File: config.mk
export PLATFORM = sky130hd
export DESIGN_NAME = ldtu_ham_ofifo_param
export DESIGN_NICKNAME = d
export VERILOG_FILES = /design/src/rtl/ldtu_fifo_pkg.sv /design/src/rtl/ldtu_fifo_regfile.sv /design/src/rtl/ldtu_ham_ofifo_param.sv
export SDC_FILE = /design/constraint.sdc
export NUM_CORES = 1
export LEC_CHECK = 0
export CORE_MARGIN = 5
export CORE_UTILIZATION = 56
export DETAILED_ROUTE_END_ITERATION = 8
export PLACE_DENSITY = 0.76
export RECOVER_POWER = 100
export SYNTH_ARGS = -nofsm -noshare
export SYNTH_HDL_FRONTEND = slang
export SYNTH_SLANG_ARGS = --single-unit
File: constraint.sdc
create_clock -name CLK -period 7.8 [get_ports CLK]
set_clock_uncertainty 0.2 [all_clocks]
set_input_delay 1.56 -clock CLK [delete_from_list [all_inputs] [get_ports CLK]]
set_output_delay 1.56 -clock CLK [all_outputs]
set_load 0.02 [all_outputs]
File: src/rtl/ldtu_fifo_pkg.sv
// Shared constants and helpers for the LiTe-DTU Hamming output FIFO.
//   NBITS_HAM       width of a Hamming-protected word (data + parity)
//   LDTU_IDLE_WORD  idle pattern driven on the read port after reset
//   ptr_level()     occupancy from a write/read pointer pair of width pw
package ldtu_fifo_pkg;

  localparam int unsigned NBITS_HAM      = 38;
  localparam logic [37:0] LDTU_IDLE_WORD = 38'h0040000000;

  // Pointers carry one extra wrap bit, so their modular difference is
  // the number of stored words (0..depth).
  function automatic logic [31:0] ptr_level(input logic [31:0] w,
                                            input logic [31:0] r,
                                            input int unsigned pw);
    logic [31:0] mask;
    mask = (32'd1 << pw) - 32'd1;
    return (w - r) & mask;
  endfunction

endpackage

File: src/rtl/ldtu_fifo_regfile.sv
// Simple dual-port register array, 2**AW x NBITS, no reset.
//   CLK    clock, rising edge
//   we     write enable; wdata stored at waddr
//   re     read enable; rdata loads mem[raddr], otherwise holds
module ldtu_fifo_regfile #(
  parameter int unsigned NBITS = 38,
  parameter int unsigned AW    = 4
) (
  input  logic             CLK,
  input  logic             we,
  input  logic [AW-1:0]    waddr,
  input  logic [NBITS-1:0] wdata,
  input  logic             re,
  input  logic [AW-1:0]    raddr,
  output logic [NBITS-1:0] rdata
);

  logic [(1<<AW)-1:0][NBITS-1:0] mem;

  always_ff @(posedge CLK) begin
    if (we) mem[waddr] <= wdata;
    if (re) rdata <= mem[raddr];
  end

endmodule

File: src/rtl/ldtu_ham_ofifo_param.sv
// Output FIFO between the Hamming encoder and the serialiser/decoder path.
// All 2**DEPTH_LOG2 entries usable; registered read with one-cycle strobe.
//   CLK, rst        clock / synchronous active-high reset
//   flush           clears pointers and level, discards same-cycle requests
//   wr_en, wr_data  write port
//   rd_en           read request; rd_data/rd_valid valid the next cycle
//   empty, full, almost_full, level   occupancy status (registered state)
//   overflow, underflow               sticky errors, cleared by clr_err
module ldtu_ham_ofifo_param
  import ldtu_fifo_pkg::*;
#(
  parameter int unsigned      NBITS      = NBITS_HAM,
  parameter int unsigned      DEPTH_LOG2 = 4,
  parameter int unsigned      AFULL_THR  = 12,
  parameter logic [NBITS-1:0] RST_WORD   = NBITS'(LDTU_IDLE_WORD)
) (
  input  logic                  CLK,
  input  logic                  rst,
  input  logic                  flush,
  input  logic                  wr_en,
  input  logic [NBITS-1:0]      wr_data,
  input  logic                  rd_en,
  output logic [NBITS-1:0]      rd_data,
  output logic                  rd_valid,
  output logic                  empty,
  output logic                  full,
  output logic                  almost_full,
  output logic [DEPTH_LOG2:0]   level,
  output logic                  overflow,
  output logic                  underflow,
  input  logic                  clr_err
);

  localparam int unsigned PW = DEPTH_LOG2 + 1;

  logic [PW-1:0]    wr_ptr, rd_ptr, wr_nxt, rd_nxt, level_q, level_nxt;
  logic             wr_acc, rd_acc;
  logic             data_ok;
  logic [NBITS-1:0] rf_q;

  // Status is purely a function of registered pointers/level.
  assign empty       = (wr_ptr == rd_ptr);
  assign full        = (wr_ptr[PW-1] != rd_ptr[PW-1]) &&
                       (wr_ptr[PW-2:0] == rd_ptr[PW-2:0]);
  assign almost_full = (32'(level_q) >= AFULL_THR);
  assign level       = level_q;

  assign wr_acc = wr_en & ~full  & ~flush;
  assign rd_acc = rd_en & ~empty & ~flush;

  assign wr_nxt    = wr_ptr + PW'(wr_acc);
  assign rd_nxt    = rd_ptr + PW'(rd_acc);
  assign level_nxt = PW'(ptr_level(32'(wr_nxt), 32'(rd_nxt), PW));

  always_ff @(posedge CLK) begin
    if (rst) begin
      wr_ptr    <= '0;
      rd_ptr    <= '0;
      level_q   <= '0;
      rd_valid  <= 1'b0;
      data_ok   <= 1'b0;
      overflow  <= 1'b0;
      underflow <= 1'b0;
    end else if (flush) begin
      wr_ptr   <= '0;
      rd_ptr   <= '0;
      level_q  <= '0;
      rd_valid <= 1'b0;
    end else begin
      wr_ptr    <= wr_nxt;
      rd_ptr    <= rd_nxt;
      level_q   <= level_nxt;
      rd_valid  <= rd_acc;
      data_ok   <= data_ok | rd_acc;
      // A new error event beats a same-cycle clear.
      overflow  <= (wr_en & full)  | (overflow  & ~clr_err);
      underflow <= (rd_en & empty) | (underflow & ~clr_err);
    end
  end

  // The array has no reset, so the idle word is muxed in until the first
  // read after reset loads the output register.
  assign rd_data = data_ok ? rf_q : RST_WORD;

  ldtu_fifo_regfile #(.NBITS(NBITS), .AW(DEPTH_LOG2)) u_rf (
    .CLK   (CLK),
    .we    (wr_acc & ~rst),
    .waddr (wr_ptr[PW-2:0]),
    .wdata (wr_data),
    .re    (rd_acc & ~rst),
    .raddr (rd_ptr[PW-2:0]),
    .rdata (rf_q)
  );

endmodule

==> impl_metrics.env <==
export IMPL_cts_max_path_buffers=3
export IMPL_ant_nets=0
export IMPL_grtUsageTotal=0.1977
export IMPL_cts_buffers_inserted=60
export IMPL_postSynthCellCount=1129
export IMPL_required_ns=7.93
export IMPL_antenna_found_initial=0
export IMPL_routedWlPerCell_um=25.29
export IMPL_drv_slew=479
export IMPL_pwr_share_seq=0.573
export IMPL_setup_tns_ns=0
export IMPL_yosysWarnings=0
export IMPL_met1_usage=0.2773
export IMPL_status="complete, but fails checks"
export IMPL_syn_area_um2=25140
export IMPL_grt_start_max_net_pins=66
export IMPL_dieArea_um2=49240
export IMPL_met3_usage=0.03111
export IMPL_gp_congestion=0.7497
export IMPL_io_pins=93
export IMPL_synthToLayoutAreaGrowth_pct=13.61
export IMPL_final_fill_count=2869
export IMPL_reg2reg_from="rd_ptr[1]"
export IMPL_drt_initial_drc_count=1132
export IMPL_drt_pre_antenna_iters=5
export IMPL_postLayoutCellArea_um2=28570
export IMPL_globalRouteMet2Util=0.3385
export IMPL_grt_pass1_vias=12220
export IMPL_power_frac_comb=0.016
export IMPL_grt_overflow=0
export IMPL_grt_busiest_layer="met2"
export IMPL_die_h_um=221.9
export IMPL_drt_total_wl_mm=47.93
export IMPL_cts_tree="done"
export IMPL_p_leak_uw=0.008793
export IMPL_worst_slew_pin_slew_ns=3.906
export IMPL_synth_cell_types=35
export IMPL_place_hpwl_mm=26.85
export IMPL_cp_slowest_cell="clkbuf_1"
export IMPL_p_sw_frac=0.1894
export IMPL_netlist_area_leader_share=0.7715
export IMPL_start_util=0.5674
export IMPL_row_count=77
export IMPL_vias=11470
export IMPL_power_switching_uw=1299
export IMPL_relSlewSlack=-1.604
export IMPL_cts_resized_gates=0
export IMPL_htreeDepth=2
export IMPL_ir_drop_v=0.0001804
export IMPL_setup_viol=0
export IMPL_criticalPathCategory="reg -> reg"
export IMPL_synth_top_area_cell="edfxtp_1"
export IMPL_path_delay_family="buffers and inverters"
export IMPL_power_share_clock=0.411
export IMPL_worstHoldStart="underflow"
export IMPL_port_buffers=92
export IMPL_path_clk_slew_ns=0.06
export IMPL_max_stage_delay_ns=2.81
export IMPL_finalCriticalPeriod_ns=5.755
export IMPL_die_x_um=221.9
export IMPL_grt_pass1_wl_mm=74.83
export IMPL_fin_util=0.6446
export IMPL_drc=0
export IMPL_placed_cell_area_um2=26850
export IMPL_worst_path_buf_inv=2
export IMPL_violations="capacitance limit, slew limit"
export IMPL_clock_sinks=665
export IMPL_synth_net_count=1182
export IMPL_rsz0062_at_grt="false"
export IMPL_cp_end_kind="flop"
export IMPL_worstSetupStartpointType="flop"
export IMPL_ys_top_cells_by_area="edfxtp_1 77%, mux4_2 14%, a22oi_1 2.3%"
export IMPL_pre_cts_slack_ns=3.472
export IMPL_via_per_inst=6.054
export IMPL_fmaxAchievable_mhz=173.8
export IMPL_ys_seq_elements=665
export IMPL_fin_crit_sh=0.7378
export IMPL_coreArea_um2=44320
export IMPL_root_buffer="clkbuf_16"
export IMPL_crit_chain="buf_4, clkbuf_1, mux4_2, a22oi_1, nand2_1"
export IMPL_hold_buffers=0
export IMPL_hold_class="reg -> reg"
export IMPL_p_total_uw=6860
export IMPL_synth_avg_cell_area_um2=22.27
export IMPL_crit_arrival_ns=5.88
export IMPL_antennaDiodeCount=0
export IMPL_setup_slack_ns=2.045
export IMPL_maxCapViolations=14
export IMPL_crit_fanout=65
export IMPL_post_cts_setup_buffer_count=0
export IMPL_clock_latency_ns=0.59
export IMPL_internal_power_uw=5561
export IMPL_startpoint="rd_ptr[1]"
export IMPL_ys_seq_area_frac=0.7866
export IMPL_hold_viol=0
export IMPL_drive_gt1_frac=0.1980
export IMPL_powerDensity_nw_per_um2=240.1
export IMPL_fin_nets=1308
## placed cells by master, fill, tap and decap left out, types with 8 or more instances in the layout
cell type,instances
clkdlybuf4s50_1,31
edfxtp_1,646
clkinv_2,14
and2_1,12
nor3_1,9
nor2_1,19
dfxtp_1,17
dlygate4sd3_1,61
and2_0,28
mux4_2,152
clkbuf_16,61
ha_1,8
clkinv_1,9
a22oi_1,76
clkbuf_1,42
nand2_1,43
## final timing paths
kind                            cells past startpoint        endpoint  slack [ns]
worst max-delay path                                5  u_rf.rdata[35]        2.05
worst min-delay path                                2       underflow        0.31
worst max register to register                      5  u_rf.rdata[35]        2.05
worst min register to register                      2       underflow        0.31
## sequential cells by signal (all words and copies together) (netlist names)
| signal | flops |
|---|---|
| u_rf.mem | 608 |
| u_rf.rdata | 38 |
| level | 5 |
| rd_ptr | 5 |
| wr_ptr | 5 |
| data_ok | 1 |
| overflow | 1 |
| rd_valid | 1 |
| underflow | 1 |
## cell families after synthesis
kind of cell / count (synthesis) / share of synthesized area
buffers and inverters: 67 / 0.01438
muxes: 152 / 0.1361
DFF: 665 / 0.7866
xor gates and xnor gates: 13 / 0.005076
AOI/OAI and AO/OA: 87 / 0.02583
and+or+nand+nor: 136 / 0.02717
adders and majority gates: 9 / 0.004777
## power by group through the flow
stage               clock (uW)  sequential (uW)  combinational (uW)
floorplan                    0             4000                37.9
detailed placement           0             4010                 117
global route              3040             3930                 122
global placement             0             4010                 112
finish                    2820             3930                 111
CTS                       2870             3930                 118
## per-stage QoR
| stage | instances | hold WS (ns) |
|---|---|---|
| after global routing | 1895 | 0.3416 |
| after detailed placement | 1785 | 0.2917 |
| after global placement | 1785 | 0.2815 |
| after CTS | 1895 | 0.3066 |
| after floorplan | 1129 | 0.3158 |
| final | 1895 | 0.3140 |
## routing by layer
metal  share of wire  vias to the layer above
li1                -                     4946
met1            0.41                     6123
met2            0.52                      347
met3           0.051                       57
met4           0.016                        0
met5               0                        -
## synthesized netlist by cell type
library cell  instances
or3_1                 1
buf_6                 9
edfxtp_1            646
xnor3_1               1
a22oi_1              76
inv_1                 7
or3b_4                1
nand4_2               1
clkbuf_2              1
buf_2                24
ha_1                  8
nor3_2                2
a32oi_1               2
nand2_1              43
a21o_1                3
o21ai_0               1
nor2_1               26
clkbuf_1             20
nor2b_1               2
dfxtp_1              19
o21ba_1               1
a21oi_1               3
nand2b_1              5
fa_1                  1
and2_1               41
mux4_2              152
nor3_1                8
o21ai_2               1
buf_8                 1
xor2_1                5
nand3_1               3
nor4_1                2
buf_1                 5
or2_2                 1
xnor2_1               7
## worst register-to-register path: cells and delay by family, from the launching register on
family	cells	cell delay [ns]
simple gates	1	0.12
mux	1	0.52
buf+inv	2	3.57
flops	1	0.76
compound gates	1	0.32
## area by class of cell
cell class | count | area [um^2] | share of cell area
well taps | 592 | 740.7 | 0.02593
multi-input cells | 397 | 5067 | 0.1774
flip-flops and latches | 665 | 19790 | 0.6926
clock inverters | 35 | 311.5 | 0.01091
repair buffers | 124 | 1056 | 0.03697
inverters | 7 | 26.28 | 0.0009198
clock buffers | 75 | 1579 | 0.05527
Power figures use the tool's default switching activity.
